## src/rtl/datapath_pkg.sv

```systemverilog
// Shared datapath types for the functional-unit status table.
// Field widths here bound the OP_W/REG_W/FU_W parameters of the table.
package datapath_pkg;

  localparam int DP_OP_W  = 4;
  localparam int DP_REG_W = 5;
  localparam int DP_TAG_W = 4;

  typedef struct packed {
    logic                busy;
    logic [DP_OP_W-1:0]  op;
    logic [DP_REG_W-1:0] rd;
    logic [DP_REG_W-1:0] rs1;
    logic [DP_REG_W-1:0] rs2;
    logic [DP_TAG_W-1:0] t1;
    logic [DP_TAG_W-1:0] t2;
    logic                r1;
    logic                r2;
    logic                disp;
  } fust_row_t;

  function automatic logic row_ready(input fust_row_t r);
    return r.busy & r.r1 & r.r2 & ~r.disp;
  endfunction

endpackage

```

## src/rtl/fust_table_if.sv

```systemverilog
// Issue / dispatch / writeback bus of the FU status table.
interface fust_table_if #(
  parameter int NUM_FU = 4,
  parameter int REG_W  = 5,
  parameter int OP_W   = 4
);
  localparam int FU_W = $clog2(NUM_FU);

  logic              issue_en;
  logic [FU_W-1:0]   issue_fu;
  logic [OP_W-1:0]   issue_op;
  logic [REG_W-1:0]  issue_rd;
  logic [REG_W-1:0]  issue_rs1;
  logic [REG_W-1:0]  issue_rs2;
  logic [FU_W-1:0]   issue_t1;
  logic [FU_W-1:0]   issue_t2;
  logic              issue_t1_pend;
  logic              issue_t2_pend;
  logic              issue_ack;
  logic              disp_en;
  logic [FU_W-1:0]   disp_fu;
  logic              wb_en;
  logic [FU_W-1:0]   wb_fu;
  logic [NUM_FU-1:0] fu_busy;
  logic [NUM_FU-1:0] fu_ready;
  logic [NUM_FU*OP_W-1:0]  fu_op;
  logic [NUM_FU*REG_W-1:0] fu_rd;

  modport master (
    output issue_en, issue_fu, issue_op, issue_rd, issue_rs1, issue_rs2,
    output issue_t1, issue_t2, issue_t1_pend, issue_t2_pend,
    output disp_en, disp_fu, wb_en, wb_fu,
    input  issue_ack, fu_busy, fu_ready, fu_op, fu_rd
  );

  modport slave (
    input  issue_en, issue_fu, issue_op, issue_rd, issue_rs1, issue_rs2,
    input  issue_t1, issue_t2, issue_t1_pend, issue_t2_pend,
    input  disp_en, disp_fu, wb_en, wb_fu,
    output issue_ack, fu_busy, fu_ready, fu_op, fu_rd
  );
endinterface

```

## src/rtl/fust_row.sv

```systemverilog
// One FU status row: issue load, dispatch mark, writeback free and operand wake-up.
module fust_row
  import datapath_pkg::*;
#(
  parameter int IDX   = 0,
  parameter int FU_W  = 2,
  parameter int REG_W = 5,
  parameter int OP_W  = 4
) (
  input  logic             CLK,
  input  logic             nRST,
  input  logic             issue_ack,
  input  logic [FU_W-1:0]  issue_fu,
  input  logic [OP_W-1:0]  issue_op,
  input  logic [REG_W-1:0] issue_rd,
  input  logic [REG_W-1:0] issue_rs1,
  input  logic [REG_W-1:0] issue_rs2,
  input  logic [FU_W-1:0]  issue_t1,
  input  logic [FU_W-1:0]  issue_t2,
  input  logic             issue_t1_pend,
  input  logic             issue_t2_pend,
  input  logic             disp_en,
  input  logic [FU_W-1:0]  disp_fu,
  input  logic             wb_en,
  input  logic [FU_W-1:0]  wb_fu,
  output fust_row_t        row_q,
  output logic             ready
);

  fust_row_t row_d;
  logic      issue_sel, disp_sel, wb_sel;

  assign issue_sel = issue_ack & (issue_fu == FU_W'(IDX));
  assign disp_sel  = disp_en   & (disp_fu  == FU_W'(IDX));
  assign wb_sel    = wb_en     & (wb_fu    == FU_W'(IDX));
  assign ready     = row_ready(row_q);

  always_comb begin
    row_d = row_q;
    // Wake-up: a completing producer releases operands waiting on its tag.
    if (wb_en && !wb_sel && row_q.busy) begin
      if (!row_q.r1 && row_q.t1 == DP_TAG_W'(wb_fu)) row_d.r1 = 1'b1;
      if (!row_q.r2 && row_q.t2 == DP_TAG_W'(wb_fu)) row_d.r2 = 1'b1;
    end
    if (disp_sel && ready) row_d.disp = 1'b1;
    if (issue_sel) begin
      row_d.busy = 1'b1;
      row_d.disp = 1'b0;
      row_d.op   = DP_OP_W'(issue_op);
      row_d.rd   = DP_REG_W'(issue_rd);
      row_d.rs1  = DP_REG_W'(issue_rs1);
      row_d.rs2  = DP_REG_W'(issue_rs2);
      row_d.t1   = DP_TAG_W'(issue_t1);
      row_d.t2   = DP_TAG_W'(issue_t2);
      // Bypass a producer completing in the same cycle as the issue.
      row_d.r1   = ~issue_t1_pend | (wb_en & (issue_t1 == wb_fu));
      row_d.r2   = ~issue_t2_pend | (wb_en & (issue_t2 == wb_fu));
    end
    // Writeback wins over a same-cycle dispatch.
    if (wb_sel) begin
      row_d.busy = 1'b0;
      row_d.disp = 1'b0;
    end
  end

  always_ff @(posedge CLK or negedge nRST) begin
    if (!nRST) row_q <= '0;
    else       row_q <= row_d;
  end

endmodule

```

## src/rtl/fust_table.sv

```systemverilog
// Functional-unit status table: NUM_FU rows tracking issued ops and operand readiness.
module fust_table
  import datapath_pkg::*;
#(
  parameter int NUM_FU = 4,
  parameter int REG_W  = 5,
  parameter int OP_W   = 4
) (
  input  logic         CLK,
  input  logic         nRST,
  fust_table_if.slave  bus
);

  localparam int FU_W = $clog2(NUM_FU);

  fust_row_t         rows [NUM_FU];
  logic [NUM_FU-1:0] busy_vec;
  logic [NUM_FU-1:0] ready_vec;

  // Busy is the start-of-cycle value, so a same-cycle writeback never frees the row for issue.
  assign bus.issue_ack = bus.issue_en & ~busy_vec[bus.issue_fu];
  assign bus.fu_busy   = busy_vec;
  assign bus.fu_ready  = ready_vec;

  for (genvar i = 0; i < NUM_FU; i++) begin : g_row
    fust_row #(
      .IDX  (i),
      .FU_W (FU_W),
      .REG_W(REG_W),
      .OP_W (OP_W)
    ) u_row (
      .CLK          (CLK),
      .nRST         (nRST),
      .issue_ack    (bus.issue_ack),
      .issue_fu     (bus.issue_fu),
      .issue_op     (bus.issue_op),
      .issue_rd     (bus.issue_rd),
      .issue_rs1    (bus.issue_rs1),
      .issue_rs2    (bus.issue_rs2),
      .issue_t1     (bus.issue_t1),
      .issue_t2     (bus.issue_t2),
      .issue_t1_pend(bus.issue_t1_pend),
      .issue_t2_pend(bus.issue_t2_pend),
      .disp_en      (bus.disp_en),
      .disp_fu      (bus.disp_fu),
      .wb_en        (bus.wb_en),
      .wb_fu        (bus.wb_fu),
      .row_q        (rows[i]),
      .ready        (ready_vec[i])
    );

    assign busy_vec[i]                  = rows[i].busy;
    assign bus.fu_op[i*OP_W +: OP_W]    = rows[i].op[OP_W-1:0];
    assign bus.fu_rd[i*REG_W +: REG_W]  = rows[i].rd[REG_W-1:0];
  end

endmodule

```

## src/flat_wrapper.sv

```systemverilog
// flat-port wrapper written by rule: the top's interface ports become plain ports
module fust_table_flat import datapath_pkg::*;
#(
  parameter int NUM_FU = 4,
  parameter int REG_W  = 5,
  parameter int OP_W   = 4
)
  (CLK, nRST, bus_issue_en, bus_issue_fu, bus_issue_op, bus_issue_rd, bus_issue_rs1, bus_issue_rs2, bus_issue_t1, bus_issue_t2, bus_issue_t1_pend, bus_issue_t2_pend, bus_disp_en, bus_disp_fu, bus_wb_en, bus_wb_fu, bus_issue_ack, bus_fu_busy, bus_fu_ready, bus_fu_op, bus_fu_rd);
  fust_table_if #(.NUM_FU(NUM_FU), .REG_W(REG_W), .OP_W(OP_W)) bus_i ();
  input  logic CLK;
  input  logic nRST;
  input wire logic [$bits(bus_i.issue_en)-1:0] bus_issue_en;
  input wire logic [$bits(bus_i.issue_fu)-1:0] bus_issue_fu;
  input wire logic [$bits(bus_i.issue_op)-1:0] bus_issue_op;
  input wire logic [$bits(bus_i.issue_rd)-1:0] bus_issue_rd;
  input wire logic [$bits(bus_i.issue_rs1)-1:0] bus_issue_rs1;
  input wire logic [$bits(bus_i.issue_rs2)-1:0] bus_issue_rs2;
  input wire logic [$bits(bus_i.issue_t1)-1:0] bus_issue_t1;
  input wire logic [$bits(bus_i.issue_t2)-1:0] bus_issue_t2;
  input wire logic [$bits(bus_i.issue_t1_pend)-1:0] bus_issue_t1_pend;
  input wire logic [$bits(bus_i.issue_t2_pend)-1:0] bus_issue_t2_pend;
  input wire logic [$bits(bus_i.disp_en)-1:0] bus_disp_en;
  input wire logic [$bits(bus_i.disp_fu)-1:0] bus_disp_fu;
  input wire logic [$bits(bus_i.wb_en)-1:0] bus_wb_en;
  input wire logic [$bits(bus_i.wb_fu)-1:0] bus_wb_fu;
  output wire logic [$bits(bus_i.issue_ack)-1:0] bus_issue_ack;
  output wire logic [$bits(bus_i.fu_busy)-1:0] bus_fu_busy;
  output wire logic [$bits(bus_i.fu_ready)-1:0] bus_fu_ready;
  output wire logic [$bits(bus_i.fu_op)-1:0] bus_fu_op;
  output wire logic [$bits(bus_i.fu_rd)-1:0] bus_fu_rd;
  assign bus_i.issue_en = bus_issue_en;
  assign bus_i.issue_fu = bus_issue_fu;
  assign bus_i.issue_op = bus_issue_op;
  assign bus_i.issue_rd = bus_issue_rd;
  assign bus_i.issue_rs1 = bus_issue_rs1;
  assign bus_i.issue_rs2 = bus_issue_rs2;
  assign bus_i.issue_t1 = bus_issue_t1;
  assign bus_i.issue_t2 = bus_issue_t2;
  assign bus_i.issue_t1_pend = bus_issue_t1_pend;
  assign bus_i.issue_t2_pend = bus_issue_t2_pend;
  assign bus_i.disp_en = bus_disp_en;
  assign bus_i.disp_fu = bus_disp_fu;
  assign bus_i.wb_en = bus_wb_en;
  assign bus_i.wb_fu = bus_wb_fu;
  assign bus_issue_ack = bus_i.issue_ack;
  assign bus_fu_busy = bus_i.fu_busy;
  assign bus_fu_ready = bus_i.fu_ready;
  assign bus_fu_op = bus_i.fu_op;
  assign bus_fu_rd = bus_i.fu_rd;
  fust_table #(.NUM_FU(NUM_FU), .REG_W(REG_W), .OP_W(OP_W)) u_core (.CLK(CLK), .nRST(nRST), .bus(bus_i));
endmodule
```

## config.mk

```make
export PLATFORM = sky130hd
export DESIGN_NAME = fust_table_flat
export DESIGN_NICKNAME = d
export VERILOG_FILES = /design/src/rtl/datapath_pkg.sv /design/src/rtl/fust_table_if.sv /design/src/rtl/fust_row.sv /design/src/rtl/fust_table.sv /design/src/flat_wrapper.sv
export SDC_FILE = /design/constraint.sdc
export NUM_CORES = 1
export LEC_CHECK = 0
export CORE_UTILIZATION = 45
export DETAILED_ROUTE_END_ITERATION = 12
export HOLD_SLACK_MARGIN = 0.12
export PLACE_DENSITY = 0.77
export SLEW_MARGIN = 15
export SYNTH_ARGS = -nofsm -noshare
export SYNTH_HDL_FRONTEND = slang
export SYNTH_SLANG_ARGS = --single-unit
```

## constraint.sdc

```tcl
create_clock -name CLK -period 1.3 [get_ports CLK]
set_input_delay 0.325 -clock CLK [delete_from_list [all_inputs] [get_ports CLK]]
set_output_delay 0.325 -clock CLK [all_outputs]
set_load 0.01 [all_outputs]
```

# After elaboration in Yosys (flattened, before gate mapping)
# Index checks and enable logic that the tools add are counted.
# W data, S select, Z words.
# word_totals
ff_bits,108
output_inout_bits,45
wordCells,189
# classes
n_lt_le_gt_ge,1
eq_ne,19
muxes,30
bitwise_logic,36
n_reduce_logical,63
# op_table
op,count
$mux W31,4
$reduce_bool A2 Y1,16
$and A1 B1 Y1,27
$mux W1,21
$eq A2 B2 Y1,10
$logic_and A1 B1 Y1,20
$reduce_and A2 Y1,8
$eq A2 B2 Y1 const B,6
$logic_not A1 Y1,12
$reduce_bool A3 Y1,4
$mux W2,4
$not A1 Y1,7
$eq A2 B1 Y1 const B,3
$logic_not A2 Y1,3
$lt A2 B3 Y1 const B,1
$bmux W1 S2,1
$or A1 B1 Y1,2

# Logic depth before layout (Yosys ltp)
# logic_depth
word_depth,8
depth_mapped,5

# Modules after synthesis
# A second synthesis with hierarchy kept.
# hier_totals
cells_unflattened,394
area_unflattened_um2,4825.9
# modules_own_cells
module,n_inst,cells_each,area_per_inst_um2,seq_area_each_um2
fust_row (u_core.g_row[2].u_row),1,88,1221.2,675.6
fust_row (u_core.g_row[1].u_row),1,87,1207.4,675.6
fust_row (u_core.g_row[0].u_row),1,87,1186.1,675.6
fust_row (u_core.g_row[3].u_row),1,130,1182.4,675.6
fust_table,1,2,28.8,0.0

# Worst setup path before layout
# Ideal clock, no wire load.
# synth_path
path_type,reg-to-output
startpoint,register u_core.g_row[3].u_row.row_q[30] (netlist bit)
endpoint,output bus_issue_ack
t_arrival_ns,1.081
t_required_ns,0.975
setup_slack_ns,-0.106
stages_incl_launch_ff,3
n_path_buf,0
path_cell_list,dfrtp_1 > mux4_2 > nor2b_1
# synth_between
elab_chain_cells,4
# synth_rtl
element,line,rtl
from (decl),fust_row.sv:26,"output fust_row_t row_q,"
from (signal assigned),fust_row.sv:68,else row_q <= row_d;
$bmux W1 S2,fust_table.sv:21,assign bus.issue_ack = bus.issue_en & ~busy_vec[bus.issue_fu];
$mux W1 (not written as such),fust_table.sv:21,
$not A1 Y1,fust_table.sv:21,
$and A1 B1 Y1,fust_table.sv:21,
to (decl),flat_wrapper.sv:26,output wire logic [$bits(bus_i.issue_ack)-1:0] bus_issue_ack;
# Every way passes these cells. The select of a mux whose other input is x is not followed.

# Worst setup path in the final report
# Ends and elaborated chain as after synthesis.

==> impl_metrics.env <==
export IMPL_outcome="finished with violations"
export IMPL_failed_checks="negative setup slack"
export IMPL_grt_pass1_wl_um=13200
export IMPL_timing_critical_path_cells="mux4_2, nor2b_2, buf_2"
export IMPL_cellPowerDensity_mw_per_mm2=1710
export IMPL_ir_worst_vdd_mv=0.921
export IMPL_synthDistinctLibCells=29
export IMPL_timing_critical_path_slowest_stage_cell="mux4_2"
export IMPL_insertedDiodeCount=0
export IMPL_die_w_um=87.8
export IMPL_drv_cap=0
export IMPL_synthTopCellsByCount="68 x dfrtp_1, 46 x buf_4, 36 x nand2_1"
export IMPL_timing_critical_path_from="u_core.g_row[3].u_row.row_q[30]"
export IMPL_n_fill_cell=487
export IMPL_whs_ps=461
export IMPL_track_usage_pct=23.2
export IMPL_detailroute_via_count=2612
export IMPL_post_synth_instance_area_mm2=0.00331
export IMPL_arrival_ps=1470
export IMPL_route_detailed_wl_per_inst_um=18.6
export IMPL_clkSinkCount=68
export IMPL_max_fo_critical_path=2
export IMPL_max_reg_flops=68
export IMPL_detailedRoute_firstPassIterationCount=4
export IMPL_globalplace_congestion=0.836
export IMPL_post_place_cells=447
export IMPL_timing_setup_tns_ps=-18370
export IMPL_synth_top_area_cell="dfrtp_1"
export IMPL_fin_crit_ps=1800
export IMPL_chipHeight_um=87.8
export IMPL_r2r_start="u_core.g_row[3].u_row.row_q[30]"
export IMPL_worst_skew_pair_late_latency_ps=350
export IMPL_floorplan_initialDensity_pct=47.7
export IMPL_top_regs="u_core.g_row.u_row.row_q (68)"
export IMPL_clkTransAtPathRegs_ps=80
export IMPL_worst_slew_pin_slew_ps=396
export IMPL_globalRoute_totalOverflow=0
export IMPL_syn_to_final_growth_pct=43.9
export IMPL_ys_warn_count=0
export IMPL_hold_viol_final=0
export IMPL_register_name_with_the_most_flops="u_core.g_row.u_row.row_q"
export IMPL_synth_top_area_share_pct=51.4
export IMPL_final_cell_count_no_fill=499
export IMPL_cts_tree="built"
export IMPL_dpl_instance_area_mm2=0.00423
export IMPL_end_kind="output port"
export IMPL_min_delay_start="bus_wb_fu[0]"
export IMPL_report_final_setup_viol=76
export IMPL_cp_top_family="multiplexers"
export IMPL_syn_mean_instance_area_um2=11.5
export IMPL_clock_tree_root_cell="clkbuf_8"
export IMPL_worst_setup_path_start_kind="register"
export IMPL_multiInputGateArea_mm2=0.00134
export IMPL_post_route_cells_drive_above_1_share_pct=49.6
export IMPL_viasPerCell=5.23
export IMPL_worst_path_buf_inv=1
export IMPL_drcViolationCount=0
export IMPL_core_mm2=0.00694
export IMPL_min_period_over_period_pct=138
export IMPL_timing_worst_setup_path_type="register to output port"
export IMPL_synth_main_ff_cell="dfrtp_1"
export IMPL_floorplan_die_area_mm2=0.00770
export IMPL_netlist_top_cells_area="dfrtp_1 51%, mux2_2 11%, buf_4 10%, nand2_1 4.1%, xnor2_1 3.2%"
export IMPL_synth_seq_area_share_pct=51.4
export IMPL_drc_marker_count_from_the_first_detailed_route_iteration=183
export IMPL_floorplan_row_count=30
export IMPL_grt_start_max_net_pins=69
export IMPL_timing_max_transition_violations_final=0
export IMPL_synth_enable_flop_cells=0
export IMPL_postSynth_asyncResetShare_pct=100
export IMPL_grt_antenna_before_repair=0
export IMPL_max_freq_ghz=0.556
export IMPL_clock_skew_ps=9.58
export IMPL_setup_slack_ps=-498
export IMPL_maxSlewHeadroom_pct=73.5
export IMPL_leakagePower_uw=0.00225
export IMPL_postRouteAntennaNets=0
export IMPL_synth_ff_latch_count=68
export IMPL_sequential_cell_area_in_the_final_layout_mm2=0.00170
export IMPL_reg2reg_slack_ps=-340
export IMPL_synth_most_common_cell="dfrtp_1"
export IMPL_final_core_utilization_pct=68.6
export IMPL_cts_made_buffers=9
export IMPL_first_global_vias=2587
export IMPL_synth_fp_nets=325
export IMPL_detailed_place_hpwl_um=5500
export IMPL_cts_buffer_depth=2
export IMPL_io_pins=81
export IMPL_hold_path_class="primary input to register"
export IMPL_synth_cells=289
export IMPL_grt_setup_unrepaired="true"
export IMPL_finalNetCount=434
export IMPL_cts_htree_levels=3
export IMPL_final_design_area_no_fill_mm2=0.00476
export IMPL_postRouteWirelength_um=9260
export IMPL_critPathRequiredTime_ps=980
export IMPL_port_buffers=70
export IMPL_max_stage_delay_ps=480
## layout make-up
cell class                      instances  share of cell area [%]
Clock buffer                           11                    3.18
Clock inverter                          5                    1.76
Inverter                                9                   0.709
Multi-Input combinational cell        155                    28.2
Sequential cell                        68                    35.7
Tap cell                               96                    2.52
Timing Repair Buffer                  155                    27.9
## worst paths after layout
check | endpoint | cells after the start
max | bus_issue_ack | 3
min | u_core.g_row[3].u_row.row_q[0] | 3
max reg2reg | u_core.g_row[3].u_row.row_q[2] | 8
min reg2reg | u_core.g_row[3].u_row.row_q[29] | 2
max in group asynchronous | u_core.g_row[2].u_row.row_q[27] | 3
min in group asynchronous | u_core.g_row[3].u_row.row_q[8] | 3
## worst reg2reg max path, stage by stage, from the launching register on
cell and delay, ps:
dfrtp_1 410, buf_4 150, buf_6 120, buf_4 140, and4b_2 330, buf_12 130, buf_6 100, a31oi_1 40
a32oi_1 150
## cells in the final DEF, fill, tap and decap left out, types with 3 or more instances in the layout
| master | count |
|---|---|
| clkbuf_8 | 11 |
| a32oi_1 | 8 |
| nor2_1 | 7 |
| dfrtp_1 | 68 |
| clkdlybuf4s15_2 | 4 |
| dlygate4sd2_1 | 3 |
| buf_8 | 3 |
| buf_4 | 62 |
| a31oi_1 | 13 |
| xnor2_1 | 12 |
| inv_1 | 9 |
| clkdlybuf4s50_1 | 20 |
| nand2_1 | 32 |
| and4b_1 | 6 |
| clkbuf_2 | 13 |
| mux2_2 | 10 |
| nand2_2 | 3 |
| o21ai_0 | 3 |
| buf_6 | 15 |
| o21ai_1 | 4 |
| mux2_4 | 25 |
| a41oi_1 | 6 |
| buf_12 | 7 |
| buf_2 | 25 |
## routing by layer
metal / track usage, % / wire length (um) / vias to the layer above
met5: 0 / 0 / -
met4: 11.5 / 286 / 0
li1: - / - / 1196
met3: 4.24 / 583 / 22
met1: 30.1 / 3730 / 1286
met2: 37.5 / 4660 / 108
## metrics by stage
step,power (uW),setup slack [ps]
final,8130,-498
after global routing,8510,-537
after CTS,7810,-492
after detailed placement,5860,-1040
after global placement,5750,-1010
after floorplan,4850,-78.8
## where the power goes
group          internal, uW  leakage, uW  switching (uW)  total, uW
clock                  1190     0.000112             861       2050
sequential             2760     0.000813             427       3180
combinational          1700      0.00133            1200       2900
total                  5640      0.00225            2490       8130
## what timing repair did
| item | in CTS | in global routing |
|---|---|---|
| hold endpoints to repair | 68 | 0 |
| resized for setup | 159 | 67 |
| pin swaps | 4 | 9 |
| setup endpoints to repair | 111 | 102 |
| buffers inserted | 6 | 28 |
| cloned | 0 | 1 |
| hold buffers | 1 | 0 |
## logic make-up after synthesis
| family | share of synthesized area [%] |
|---|---|
| buffers and inverters | 13.3 |
| flip-flops | 51.4 |
| XOR/XNOR | 3.17 |
| AO/OA/AOI/OAI | 8.39 |
| AND/OR/NAND/NOR | 10.7 |
| multiplexers | 13.0 |
No activity file was read; power rests on OpenSTA's default activity.
